<file path="src/rtl/lbfgs_pkg.sv">
`default_nettype none
// ============================================================================
//  Module      : lbfgs_pkg
//  Description : Shared types and constants for the L-BFGS search-direction
//                unit (SDU) history controller: sequencer state encoding,
//                SDU operation codes and the default history depth.
//  Revision    : 1.0 - initial release
// ============================================================================
package lbfgs_pkg;

  // History depth m. Not a power of two, so a $clog2-wide count can hold m.
  localparam int DEFAULT_NUM_LOOP = 10;

  // SDU operation select codes
  localparam logic [1:0] SDU_OP_AXPY   = 2'b00;
  localparam logic [1:0] SDU_OP_SEARCH = 2'b01;
  localparam logic [1:0] SDU_OP_DOT    = 2'b10;

  // Sequencer states
  typedef enum logic [1:0] {
    ST_IDLE = 2'd0,
    ST_RUN  = 2'd1,
    ST_DONE = 2'd2
  } hist_state_e;

endpackage
`default_nettype wire

</file>
<file path="src/rtl/ring_index_map.sv">
`default_nettype none
// ============================================================================
//  Module      : ring_index_map
//  Description : Combinational mapping of a two-loop stream index j onto a
//                circular history slot.
//                  j <  m : (newest - j)       mod NUM_LOOP  (first loop)
//                  j >= m : (oldest + (j - m)) mod NUM_LOOP  (second loop)
//  Ports       : j      - stream index, 0..2m-1
//                m      - history count snapshot
//                newest - slot of the newest entry (snapshot)
//                oldest - slot of the oldest entry (snapshot)
//                slot   - resulting history slot address
//  Revision    : 1.0 - initial release
// ============================================================================
module ring_index_map
  import lbfgs_pkg::*;
#(
  parameter int NUM_LOOP = DEFAULT_NUM_LOOP,
  parameter int AW       = $clog2(NUM_LOOP),
  parameter int CW       = $clog2(NUM_LOOP),
  parameter int JW       = $clog2(2 * NUM_LOOP)
) (
  input  logic [JW-1:0] j,
  input  logic [CW-1:0] m,
  input  logic [AW-1:0] newest,
  input  logic [AW-1:0] oldest,
  output logic [AW-1:0] slot
);

  // Wide enough that newest+N and oldest+(j-m) never wrap.
  localparam int            IW  = JW + AW + CW + 1;
  localparam logic [IW-1:0] N_W = IW'(NUM_LOOP);

  logic [IW-1:0] j_w, m_w, new_w, old_w, sum_w, res_w;

  // Wraparound by compare/add of NUM_LOOP: N is not a power of two, so a
  // bit mask would give wrong slots.
  always_comb begin
    j_w   = IW'(j);
    m_w   = IW'(m);
    new_w = IW'(newest);
    old_w = IW'(oldest);
    sum_w = '0;
    res_w = '0;
    if (j_w < m_w) begin
      if (new_w >= j_w) res_w = new_w - j_w;
      else              res_w = new_w + N_W - j_w;
    end else begin
      sum_w = old_w + (j_w - m_w);
      res_w = (sum_w >= N_W) ? (sum_w - N_W) : sum_w;
    end
  end

  assign slot = AW'(res_w);

endmodule
`default_nettype wire

</file>
<file path="src/rtl/sdu_history_ctrl.sv">
`default_nettype none
// ============================================================================
//  Module      : sdu_history_ctrl
//  Description : Sequencer and circular (s, y, rho) history address manager
//                for the L-BFGS SDU. Tracks write slot and valid count,
//                launches the two-loop recursion, and turns the SDU's per-
//                stream read pulses into history slot addresses (first loop
//                newest->oldest, second loop oldest->newest).
//  Ports       : clk, rst            - clock, synchronous active-high reset
//                hist_clear          - empty the history (priority over all)
//                hist_push / wr_addr - history write strobe / target slot
//                push_err            - pulse: push rejected while running
//                start / loop_end    - launch request / SDU completion pulse
//                s/y/rho_rd_en       - SDU consumed current element
//                s/y/rho_addr        - slot presented to the SDU per stream
//                sdu_op, busy, done  - SDU op select, running flag, end pulse
//                num_loop_current    - history count snapshot for the SDU
//                hist_count          - valid entries (0..NUM_LOOP)
//  Revision    : 1.0 - initial release
// ============================================================================
module sdu_history_ctrl
  import lbfgs_pkg::*;
#(
  parameter int NUM_LOOP = DEFAULT_NUM_LOOP,
  parameter int AW       = $clog2(NUM_LOOP),
  parameter int CW       = $clog2(NUM_LOOP)
) (
  input  logic          clk,
  input  logic          rst,
  input  logic          hist_clear,
  input  logic          hist_push,
  output logic [AW-1:0] wr_addr,
  output logic          push_err,
  input  logic          start,
  input  logic          loop_end,
  input  logic          s_rd_en,
  input  logic          y_rd_en,
  input  logic          rho_rd_en,
  output logic [AW-1:0] s_addr,
  output logic [AW-1:0] y_addr,
  output logic [AW-1:0] rho_addr,
  output logic [1:0]    sdu_op,
  output logic [CW-1:0] num_loop_current,
  output logic          busy,
  output logic          done,
  output logic [CW-1:0] hist_count
);

  localparam int JW = $clog2(2 * NUM_LOOP);
  localparam int XW = AW + CW + 1;

  hist_state_e   state_q, state_d;
  logic [AW-1:0] wr_ptr_q, wr_ptr_d;
  logic [CW-1:0] count_q, count_d;
  logic [CW-1:0] m_q, m_d;
  logic [AW-1:0] newest_q, newest_d, oldest_q, oldest_d;
  logic [JW-1:0] js_q, js_d, jy_q, jy_d, jr_q, jr_d;
  logic          push_err_q, push_err_d;

  logic          push_ok;
  logic [AW-1:0] newest_c, oldest_c;
  logic [JW-1:0] j_max;

  always_comb begin
    state_d    = state_q;
    wr_ptr_d   = wr_ptr_q;
    count_d    = count_q;
    m_d        = m_q;
    newest_d   = newest_q;
    oldest_d   = oldest_q;
    js_d       = js_q;
    jy_d       = jy_q;
    jr_d       = jr_q;
    push_err_d = 1'b0;
    j_max      = JW'({m_q, 1'b0}) - JW'(1);

    // Ring update first so a start in the same cycle sees the new entry.
    push_ok = hist_push && (state_q != ST_RUN);
    if (push_ok) begin
      wr_ptr_d = (wr_ptr_q == AW'(NUM_LOOP - 1)) ? '0 : wr_ptr_q + AW'(1);
      if (count_q != CW'(NUM_LOOP)) count_d = count_q + CW'(1);
    end

    newest_c = (wr_ptr_d == '0) ? AW'(NUM_LOOP - 1) : wr_ptr_d - AW'(1);
    if (XW'(wr_ptr_d) >= XW'(count_d))
      oldest_c = AW'(XW'(wr_ptr_d) - XW'(count_d));
    else
      oldest_c = AW'(XW'(wr_ptr_d) + XW'(NUM_LOOP) - XW'(count_d));

    case (state_q)
      ST_IDLE: begin
        if (start) begin
          if (count_d != '0) begin
            state_d  = ST_RUN;
            m_d      = count_d;
            newest_d = newest_c;
            oldest_d = oldest_c;
            js_d     = '0;
            jy_d     = '0;
            jr_d     = '0;
          end else begin
            // Empty history: nothing to recurse over, finish immediately.
            state_d = ST_DONE;
          end
        end
      end
      ST_RUN: begin
        push_err_d = hist_push;
        if (s_rd_en   && (js_q != j_max)) js_d = js_q + JW'(1);
        if (y_rd_en   && (jy_q != j_max)) jy_d = jy_q + JW'(1);
        if (rho_rd_en && (jr_q != j_max)) jr_d = jr_q + JW'(1);
        if (loop_end) state_d = ST_DONE;
      end
      ST_DONE: state_d = ST_IDLE;
      default: state_d = ST_IDLE;
    endcase

    if (hist_clear) begin
      state_d    = ST_IDLE;
      wr_ptr_d   = '0;
      count_d    = '0;
      push_err_d = 1'b0;
    end
  end

  always_ff @(posedge clk) begin
    if (rst) begin
      state_q    <= ST_IDLE;
      wr_ptr_q   <= '0;
      count_q    <= '0;
      m_q        <= '0;
      newest_q   <= '0;
      oldest_q   <= '0;
      js_q       <= '0;
      jy_q       <= '0;
      jr_q       <= '0;
      push_err_q <= 1'b0;
    end else begin
      state_q    <= state_d;
      wr_ptr_q   <= wr_ptr_d;
      count_q    <= count_d;
      m_q        <= m_d;
      newest_q   <= newest_d;
      oldest_q   <= oldest_d;
      js_q       <= js_d;
      jy_q       <= jy_d;
      jr_q       <= jr_d;
      push_err_q <= push_err_d;
    end
  end

  ring_index_map #(.NUM_LOOP(NUM_LOOP), .AW(AW), .CW(CW), .JW(JW)) u_s_map (
    .j(js_q), .m(m_q), .newest(newest_q), .oldest(oldest_q), .slot(s_addr)
  );
  ring_index_map #(.NUM_LOOP(NUM_LOOP), .AW(AW), .CW(CW), .JW(JW)) u_y_map (
    .j(jy_q), .m(m_q), .newest(newest_q), .oldest(oldest_q), .slot(y_addr)
  );
  ring_index_map #(.NUM_LOOP(NUM_LOOP), .AW(AW), .CW(CW), .JW(JW)) u_rho_map (
    .j(jr_q), .m(m_q), .newest(newest_q), .oldest(oldest_q), .slot(rho_addr)
  );

  assign wr_addr          = wr_ptr_q;
  assign push_err         = push_err_q;
  assign hist_count       = count_q;
  assign num_loop_current = m_q;
  assign busy             = (state_q == ST_RUN);
  assign done             = (state_q == ST_DONE);
  assign sdu_op           = (state_q == ST_RUN) ? SDU_OP_SEARCH : SDU_OP_AXPY;

endmodule
`default_nettype wire

</file>
<file path="config.mk">
export PLATFORM = sky130hd
export DESIGN_NAME = sdu_history_ctrl
export DESIGN_NICKNAME = d
export VERILOG_FILES = /design/src/rtl/lbfgs_pkg.sv /design/src/rtl/ring_index_map.sv /design/src/rtl/sdu_history_ctrl.sv
export SDC_FILE = /design/constraint.sdc
export NUM_CORES = 1
export LEC_CHECK = 0
export CAP_MARGIN = 40
export CORE_MARGIN = 4
export CORE_UTILIZATION = 54
export DETAILED_ROUTE_END_ITERATION = 10
export GPL_TIMING_DRIVEN = 0
export HOLD_SLACK_MARGIN = 0.08
export PLACE_DENSITY_LB_ADDON = 0.3
export SETUP_SLACK_MARGIN = 0.4
export SLEW_MARGIN = 20
export SYNTH_ARGS = -nofsm -noshare
export SYNTH_HDL_FRONTEND = slang
export SYNTH_SLANG_ARGS = --single-unit
</file>
<file path="constraint.sdc">
create_clock -name clk -period 4.8 [get_ports clk]
set_input_delay 1.2 -clock clk [delete_from_list [all_inputs] [get_ports clk]]
set_output_delay 1.2 -clock clk [all_outputs]
set_load 0.1 [all_outputs]
</file>
* Yosys cells after proc, flatten, opt, wreduce, memory -nomap -nowiden
Index checks and enable logic that the tools add are counted.
** Storage, ports and cells
- Input bits :: 9
- Output and inout bits :: 29
- Register bits :: 38
** Operators by class
- Eq/ne operators :: 14
- $add $sub $neg :: 26
- Order comparisons :: 10
- Bitwise gates (word level) :: 1
- Muxes and demuxes :: 28
- Reductions and logical operators :: 15
** Operator list (number)
- 4-bit 2-to-1 mux :: 15
- 4-bit by 14-bit adder with 14-bit output :: 3
- 14-bit by 4-bit greater-or-equal comparator with 1-bit output, second input constant :: 3
- 4-bit subtractor :: 8
- 5-bit one-hot mux with 2 select lines :: 3
- 5-bit 2-to-1 mux :: 5
- 5-bit by 4-bit subtractor with 6-bit output :: 3
- 5-bit by 1-bit adder with 5-bit output, second input constant :: 3
- 4-bit by 5-bit greater-or-equal comparator with 1-bit output :: 3
- 5-bit by 4-bit < comparator with 1-bit output :: 3
- 5-bit inequality test :: 3
- 4-bit AND reduction :: 3
- 4-bit subtractor, second input constant :: 3
- 4-bit by 1-bit adder with 4-bit output, second input constant :: 2
- 4-bit adder, second input constant :: 2
- 2-bit by 1-bit inequality test with 1-bit output, second input constant :: 4
- 2-bit 2-to-1 mux :: 3
- 2-bit inequality test, second input constant :: 3
- 5-bit by 1-bit subtractor with 5-bit output, second input constant :: 1
- 4-bit == test, second input constant :: 1
- 4-bit greater-or-equal comparator :: 1
- 1-bit logical AND :: 4
- 4-bit zero test :: 1
- 4-bit inequality test, second input constant :: 1
- other kinds (13) :: 13

* Logic depth before layout (Yosys ltp)
- Depth after elaboration :: 7
- Gate-level depth with buffers :: 18
- Mapped depth without buffers :: 16

* Hierarchy
From an unflattened synthesis, not the netlist that was laid out.
** Unflattened totals
- Cells, all modules :: 604
- Area total of the unflattened synthesis :: 4918.5 um^2
** Modules (own cells, without submodules)
- sdu_history_ctrl :: seq. area each 760.7 um^2, cells each 279, instances 1, area an instance 2391.0 um^2
- ring_index_map at u_rho_map :: seq. area each 0.0 um^2, cells each 115, instances 1, area an instance 878.3 um^2
- ring_index_map at u_s_map :: seq. area each 0.0 um^2, cells each 110, instances 1, area an instance 858.3 um^2
- ring_index_map at u_y_map :: seq. area each 0.0 um^2, cells each 100, instances 1, area an instance 790.8 um^2

* Worst setup path before layout
No wires, ideal clock.
- Path kind :: register to output
- Start point :: reg m_q[1], in the netlist num_loop_current[1]
- End point :: out rho_addr[2]
- Buffers on the path :: 0
- Stages on the path, launching flop included :: 14
- Arrival time :: 5.079 ns
- Slack :: -1.479 ns
- Required time :: 3.600 ns
- Cells stage by stage :: dfxtp_1 > inv_1 > ha_1 > a21o_1 > a21oi_1 > xnor2_1 > ha_1 > a21oi_1 > or2_2 > ha_1 > nor2b_1 > nand4_1 > mux2_2 > a21oi_1
** Between the ends
- Longest elaborated chain between the ends :: 5
- Elaborated cells between the ends (all ways) :: 7
- Those cells by class :: add/sub (3); order compare (2); mux (2)
** RTL lines
- start: declaration :: RTL line sdu_history_ctrl.sv:55 : logic [CW-1:0] m_q, m_d;
- start signal: assignment :: RTL line sdu_history_ctrl.sv:142 : m_q <= m_d;
- 5-bit by 4-bit subtractor with 6-bit output :: RTL line ring_index_map.sv:49 : sum_w = old_w + (j_w - m_w);
- 4-bit by 14-bit adder with 14-bit output :: RTL line ring_index_map.sv:49
- 14-bit by 4-bit greater-or-equal comparator with 1-bit output or 4-bit subtractor (tied branches) :: RTL line ring_index_map.sv:50 : res_w = (sum_w >= N_W) ? (sum_w - N_W) : sum_w;
- 4-bit 2-to-1 mux :: RTL line ring_index_map.sv:50
- 4-bit 2-to-1 mux (*) :: RTL line ring_index_map.sv:45 : if (j_w < m_w) begin
- end: declaration :: RTL line sdu_history_ctrl.sv:41 : output logic [AW-1:0] rho_addr,
Every way passes the cells marked *; elsewhere a longest branch is shown, timed or not.

* Worst setup path in the final report
- Start point :: reg jr_q[0]
- End point :: out rho_addr[2]
** Between the ends
- Longest elaborated chain between the ends :: 5
- Elaborated cells between the ends (all ways) :: 11
- Those cells by class :: add/sub (5); order compare (3); mux (3)
** RTL lines
- start: declaration :: RTL line sdu_history_ctrl.sv:57 : logic [JW-1:0] js_q, js_d, jy_q, jy_d, jr_q, jr_d;
- start signal: assignment :: RTL line sdu_history_ctrl.sv:147 : jr_q <= jr_d;
- 5-bit by 4-bit subtractor with 6-bit output :: RTL line ring_index_map.sv:49
- 4-bit by 14-bit adder with 14-bit output :: RTL line ring_index_map.sv:49
- 14-bit by 4-bit greater-or-equal comparator with 1-bit output or 4-bit subtractor (tied branches) :: RTL line ring_index_map.sv:50
- 4-bit 2-to-1 mux :: RTL line ring_index_map.sv:50
- 4-bit 2-to-1 mux (*) :: RTL line ring_index_map.sv:45
Marked as above.

==> qor.yml <==
critical_path:
  worstSetupEndpoint: "rho_addr[2]"
  worstReg2RegStart: "state_q[1]"
  end_kind: "primary output"
  cp_max_fo: 2
  critPathLaunchType: "register"
  crit_arrival_ps: 3590
  critPathLaunch: "jr_q[0]"
  rrSetupSlack_ps: 1390
  critPathRequiredTime_ps: 3600
  reg2reg_to: "oldest_q[3]"
  critPathKind: "register to primary output"
  reg2regPathDepth: 18
finish:
  n_fill_cell: 497
  antenna_cells: 0
  fin_cells: 748
  regArea_sq_um: 801
  layout_common_cells: "nor2_1, ha_1, xnor2_1, inv_1, nand2_1"
  multi_input_area_sq_um: 3700
  area_growth_pct: 39.6
  fin_nets: 727
  final_common_cell: "nor2_1"
  design_area_sq_um: 6070
  layout-drive-gt1-share: 0.269
timing:
  fin_crit_sh: 0.999
  maxSlewHeadroom: 0.629
  worstMarginPinSlew_ps: 556
  slew_viol_final: 0
  fin_crit_ps: 4790
  setup-violations-final: 0
  hold_viol: 0
  fmax_mhz: 209
  finClkSkew_ps: 4.80
  rsz0062_at_grt: "yes"
floorplan:
  pin_count: 38
  initial_core_util: 0.560
  die-width_um: 97.7
  die_h_um: 97.7
  row_count: 32
  dieArea_sq_um: 9550
  fp.coreArea_sq_um: 7770
hold_path:
  hold_class: "register to register"
  min_from: "state_q[1]"
  whs_path_depth: 1
drt:
  drt-pass1-iter-count: 5
  initialDrtViolationCount: 165
  ant_nets: 0
  wl_per_cell_um: 16.3
  vias: 4242
  vias_per_cell: 5.67
  routed_wl_um: 12200
  drc: 0
logic_synthesis:
  async_reset_ff_frac: 0
  synth_xor_area_frac: 0.131
  synth_cell_type_count: 52
  avgSynthCellArea_sq_um: 7.90
  synthAdderAreaFrac: 0.231
  synth_fp_nets: 632
  synthSimpleGateAreaFrac: 0.206
  ys_seq_area_frac: 0.175
  netlist_area_sq_um: 4350
  synth_warnings: 0
  synth_compound_area_frac: 0.148
  synth_top_family_by_area: "adder cells"
  ys.flop_type: "dfxtp_1"
  yosys_register_bits: 38
  synth_edf_count: 0
  synth_mux_area_frac: 0.0374
  synth_cells: 550
clock_tree:
  clk_pin_slew_ps: 80
  cts_sinks: 38
  cts_tree: "built"
  htreeDepth: 2
  insertion_delay_ps: 290
  cts_buffer_depth: 2
  cts_buffers: 5
  root_buffer: "clkbuf_8"
global_routing:
  grt_antenna_before_repair: 0
  grt_overflow: 0
  grt_pass1_vias: 4472
  grt_max_degree: 13
  grt_pass1_wl_um: 20500
  grtUsageTotal: 0.257
pwr:
  p_leak_nw: 2.52
  combinationalPowerShare: 0.727
  pwr-share-clk: 0.114
  vdd_drop_max_v: 0.000242
  swShare: 0.493
  power.density_nw_per_um2: 360
  pwr-share-seq: 0.159
  intPower_mw: 1.11
  power.total_mw: 2.18
  p_switching_mw: 1.08
run_status:
  status: "complete, no violations"
placed_design:
  io_buffers: 36
  dpl_cell_area_sq_um: 5430
  dp.cells: 716
  gp_congestion: 0.959
  dp_hpwl_um: 8940
job:
  max_cap_violations: 0
[stage by stage]
step / utilization / TNS [ps] / setup WS [ps] / hold WS, ps
global placement: 0.645 / -5350 / -672 / 471
CTS: 0.770 / 0 / 39.7 / 492
detailed placement: 0.699 / -2350 / -377 / 482
global route: 0.781 / -119 / -88.2 / 528
floorplan: - / 0 / 158 / 444
finish: 0.781 / 0 / 6.55 / 501
[cell usage after synthesis, drive strengths merged (3+ instances only)]
master | instances | area [sq um]
nand4 | 8 | 50.1
nand3 | 9 | 45.0
or3 | 4 | 25.0
a21o | 11 | 82.6
buf | 6 | 47.5
and2 | 4 | 25.0
nor2b | 15 | 93.8
nor2 | 67 | 254
nor3 | 16 | 80.1
a211oi | 8 | 60.1
xnor2 | 41 | 359
or2 | 5 | 31.3
xor2 | 24 | 210
mux2 | 7 | 82.6
dfxtp | 38 | 761
nand2b | 9 | 56.3
nand2 | 37 | 139
o21bai | 7 | 52.6
mux2i | 8 | 80.1
clkbuf | 19 | 73.8
a211o | 3 | 26.3
inv | 49 | 186
nor4 | 5 | 31.3
o21ai | 18 | 90.1
ha | 61 | 763
a31oi | 7 | 43.8
fa | 12 | 240
a21oi | 28 | 140
[state kept, by name (all words and copies together), names as in the netlist]
signal	flops
hist_count	4
wr_addr	4
jy_q	5
push_err	1
newest_q	4
oldest_q	4
js_q	5
state_q	2
jr_q	5
num_loop_current	4
[repair_timing]
action                     4_1_cts  5_1_grt
pin swaps                       45       10
setup endpoints to repair       11       11
buffers inserted                29        4
hold buffers                     0        0
resized for setup               78       10
[cell families after synthesis]
logic type	Yosys count
flip-flops	38
multiplexers	15
other	1
AO/OA/AOI/OAI	98
buffers and inverters	74
AND/OR/NAND/NOR	186
adder cells (fa/ha/maj)	73
XOR/XNOR	65
[worst min-delay path by stage]
stage / end / slack (ps)
3_3_place_gp: state_q[1] / 470
2_1_floorplan: state_q[1] / 440
6_report: state_q[1] / 500
5_1_grt: state_q[1] / 530
4_1_cts: state_q[1] / 490
3_5_place_dp: state_q[1] / 480
[per-layer routing]
metal / vias up / GRT usage / share of wire
met5: - / 0 / 0
met4: 0 / 0.128 / 0.045
met3: 54 / 0.0287 / 0.040
met2: 135 / 0.480 / 0.52
met1: 1979 / 0.287 / 0.40
li1: 2074 / - / -
[power by group through the flow]
stage / clock (mW) / sequential, mW / combinational (mW)
after floorplan: 0 / 0.380 / 0.992
after global placement: 0 / 0.357 / 1.22
after detailed placement: 0 / 0.357 / 1.44
after CTS: 0.249 / 0.346 / 1.54
after global routing: 0.263 / 0.348 / 1.68
final: 0.248 / 0.347 / 1.59
[area by class of cell]
cell class | instances | area share
Multi-Input combinational cell | 438 | 0.611
Timing Repair Buffer | 88 | 0.166
Sequential cell | 38 | 0.132
Inverter | 49 | 0.0320
Buffer | 25 | 0.0214
Tap cell | 102 | 0.0210
Clock buffer | 6 | 0.0155
Clock inverter | 2 | 0.00165
[critical path, cell delays in order, from the launching register on]
cell and delay (ps):
dfxtp_4 370, inv_4 40, ha_4 150, fa_2 540, inv_2 50, ha_4 250
a211oi_2 60, nor2_2 150, a21oi_2 80, or2_4 260, ha_4 260, nor2b_4 130
nand4_1 150, buf_4 170, mux2_4 300, a21oi_4 140, buf_12 190
(Power assumes the default switching activity.)
==> patch 1 (same settings) <==
Reset style: asynchronous (`rst`), changed in one clocked block. Comments in the files are not updated.
--- a/src/rtl/sdu_history_ctrl.sv
+++ b/src/rtl/sdu_history_ctrl.sv
@@ -125,3 +125,3 @@
 
-  always_ff @(posedge clk) begin
+  always_ff @(posedge clk or posedge rst) begin
     if (rst) begin
Check against the original RTL: differs if rst is asserted again (counterexample within 4 cycles, from zero or initial values and one cycle with rst high); with rst held inactive, the same outputs for 4 cycles.
==> patch 1 against the unedited design <==
  * The run now ends with setup timing left
  * Design area is 1.1% higher
  * Routed wire length is 4.0% higher
  * Setup slack worse by 0.73 ns
  * Sequential cell count stayed put
  * Area after synthesis is 1.7% higher
  * Fmax is 13% lower
  * Register-to-register slack better by 0.11 ns
  * Clock skew is 0.0026 ns higher
  * Core utilization is 0.064 points higher
  * Critical path type unchanged
Power is not shown: default switching activity piles up to over one toggle a cycle in this logic, so the estimate is an artifact.
==> patch 1: results (changes against the unedited design) <==
Setup path
  • Launch point of the worst reg-to-reg path: state_q[1]
  • Slowest CP cell: fa_1
  • Flop2flop setup slack: 1.50 ns (+0.11 ns)
  • Worst reg2reg path depth: 15 (-3)
  • Critical Path Sink: rho_addr[1]
  • Top Family by Delay on Critical Path: adder cells
  • CP Launch Point: num_loop_current[0]
  • Critical Path Fanout Max: 3 (+1)
  • Data arrival, critical path: 4.32 ns (+0.73 ns)
  • RR Endpoint: oldest_q[3]

CTS
  • H-tree depth: 2 (unchanged)
  • Clock transition at the registers of the reported paths: 0.07 ns

Synthesis
  • Synth Area in Compound Gates: 17.8% (+3.0 points)
  • Ys async rst share: 100% (+100 points)
  • Synth Flop Type: dfrtp_1
  • Mapped Cells: 524 (-4.7%)
  • Post-synthesis cell type count: 50 (-3.8%)
  • XOR/XNOR share of the synthesized area: 10.9% (-2.2 points)
  • Synthesized Nets: 606 (-4.1%)
  • Post-Synth Adder-Cell Area: 22.7% (-0.39 points)
  • Synth top area cells: dfrtp_1 (22%), ha_1 (17%), xnor2_1 (7.5%)
  • Post-synth top cells: ha_1 (61), inv_1 (55), nor2_1 (52), dfrtp_1 (38), xnor2_1 (38)
  • Post-synthesis mux area share: 3.62% (-0.12 points)
  • Seq/Total Area, Yosys: 21.5% (+4.0 points)

STA
  • Fin Hold WS: 0.481 ns (-0.0199 ns)
  • Final setup viols: 9 (+9)
  • Clock skew: 0.00745 ns (+0.00265 ns)
  • Worst-Margin Slew: 0.619 ns (+0.0628 ns)
  • Final worst slack: -0.719 ns (-0.726 ns)

Route
  • Vias per cell: 5.75 (+1.4%)
  • DRT iter0 DRCs: 230 (+39%)
  • Routed len/inst: 17.6 um (+7.6%)
  • Pre-antenna DRT Iters: 4 (-1)
  • Vias: 4157 (-2.0%)

Place
  • DPL Wire Length: 8860 um (-0.92%)
  • Cells after DPL: 691 (-3.5%)
  • Routability cong.: 0.907 (-5.4%)
  • Setup slack at placement: -1.05 ns (-0.675 ns)
  • Area after DPL: 5560 um^2 (+2.4%)

Hold path
  • HP Start: state_q[1]
  • Hold Path End: state_q[1]

Status
  • Violated checks: setup timing
  • Status: finished, violations left

Final layout
  • Multi-input logic area: 3590 um^2 (-3.1%)
  • Inverters: 56 (+14%)
  • FF+latch count: 38 (unchanged)
  • Clock buffers: 7 (+1)
  • Buffering overhead: 18.6% (-0.15 points)
  • NumNets Final: 702 (-3.4%)
  • Layout area overhead: 38.8%
  • Layout cells sized above 1: 25.0% (-2.0 points)
  • Multi-input logic cell count: 418 (-4.6%)
  • Multi-input combinational area share: 58.5% (-2.5 points)
  • # fillers: 509 (+2.4%)
  • Seq/total area: 15.8% (+2.6 points)
  • Layout clock area frac: 1.49% (-0.22 points)

Global route
  • Gr usage total: 26.0% (+0.24 points)
  • Number of global-route vias before repair: 4353 (-2.7%)
  • Largest net degree at the start of global routing: 25 (+12)
  • Global-route wire length before repair: 20700 um (+0.80%)
-- patch 1: what timing repair did --
item / in CTS / in global routing
pin swaps: 6 / 8
cloned: 0 / 0
setup endpoints to repair: 10 / 12
setup buffers: 26 / 8
endpoints found under the hold margin: 0 / 0
gates resized for setup: 49 / 18
-- patch 1: layer usage --
metal | share of wire [%] | wire length, um | GRT usage (%)
met3 | 5.0 | 640 | 4.03
met5 | 0 | 0 | 0
met2 | 51 | 6480 | 46.3
met4 | 2.7 | 338 | 7.88
met1 | 41 | 5250 | 32.3
-- patch 1: through the flow --
step	util, %	setup TNS, ns
after floorplan	-	-3.06
after global placement	64.9	-9.56
after detailed placement	70.8	-6.44
after CTS	76.6	-3.80
after global routing	78.2	-6.71
final	78.2	-5.12
==> patch 2 (same settings) <==
Made on the original files. Set the package constant `DEFAULT_NUM_LOOP` to 11 (it was 10).
--- a/src/rtl/lbfgs_pkg.sv
+++ b/src/rtl/lbfgs_pkg.sv
@@ -11,3 +11,3 @@
   // History depth m. Not a power of two, so a $clog2-wide count can hold m.
-  localparam int DEFAULT_NUM_LOOP = 10;
+  localparam int DEFAULT_NUM_LOOP = 11;
 
Check against the original RTL: no difference found for any inputs over 4 cycles, from zero or initial values and one cycle with rst high; that may be too few to reach the edited logic, so the function may still have changed.
==> patch 2 against the unedited design <==
  * The flow now finishes with violations (setup timing)
  * Cell count grew 0.40%
  * Combinational power grew 20%
  * Design area grew 6.4%
  * Core utilization shrank 0.33 points
  * Setup slack lost 0.13 ns
  * Routed wire length grew 3.4%
  * Sequential cell count is the same
  * Non-clock buffer count shrank 14
  * Area after synthesis grew 6.6%
  * Power grew 14%
  * Count of clock-buffer cells in the layout is the same
  * Critical path type unchanged
  * Largest cell class unchanged
==> patch 2: results (changes against the unedited design) <==
Setup path
  • Data arrival, critical path: 3.72 ns (+0.13 ns)
  • Delay of the slowest critical-path stage: 0.40 ns (-0.14 ns)
  • Critical Path Fanout Max: 4 (+2)

Status
  • Status: finished, violations left
  • Violated checks: setup timing

Final layout
  • # fillers: 570 (+15%)
  • Multi-input combinational area share: 64.3% (+3.2 points)
  • Inverters: 59 (+20%)
  • NumNets Final: 732 (+0.69%)

Route
  • WL met3: 534 um (+9.9%)
  • DRT iter0 DRCs: 227 (+38%)
  • DRT Wirelength: 12600 um (+3.4%)
  • Vias per cell: 5.68 (+0.12%)

STA
  • Final setup viols: 9 (+9)
  • Final worst slack: -0.119 ns (-0.126 ns)

Floorplan
  • Die ar.: 10100 um^2 (+6.0%)

Power and ir drop
  • Flop pwr share: 14.3% (-1.6 points)
  • P_leak: 2.64 nW (+4.9%)
  • Cell internal pwr: 1.23 mW (+11%)

Global route
  • Gr usage total: 25.1% (-0.65 points)

Place
  • Area after DPL: 5780 um^2 (+6.5%)
  • Cells after DPL: 723 (+0.98%)

Synthesis
  • Post-Synth Adder-Cell Area: 23.0% (-0.077 points)
  • Post-synth top cells: ha_1 (66), nor2_1 (63), inv_1 (57), xnor2_1 (51), dfxtp_1 (38)
  • Synth Area in Compound Gates: 18.1% (+3.4 points)
  • Synth top area cells: ha_1 (18%), dfxtp_1 (16%), xnor2_1 (9.6%)
patch 2: worst register-to-register path, delay by kind of cell, from the launching register on:
family,cells,cell delay [ns]
AO/OA/AOI/OAI,6,1.04
AND/OR/NAND/NOR,2,0.31
adder cells (fa/ha/maj),2,0.71
buffers and inverters,1,0.13
XOR/XNOR,1,0.15
multiplexers,1,0.43
flip-flops,1,0.48
patch 2: what timing repair did:
item / CTS / global route
pin swaps: 28 / 29
gates resized for setup: 70 / 31
setup buffers: 21 / 11
endpoints found under the setup margin: 12 / 14
patch 2: worst paths after layout:
| check | start | endpoint | slack (ns) | cells past startpoint |
|---|---|---|---|---|
| max | num_loop_current[1] | s_addr[1] | -0.12 | 15 |
| min | state_q[1] | state_q[1] | 0.48 | 1 |
| max reg2reg | hist_count[0] | oldest_q[3] | 1.44 | 13 |
| min reg2reg | state_q[1] | state_q[1] | 0.48 | 1 |
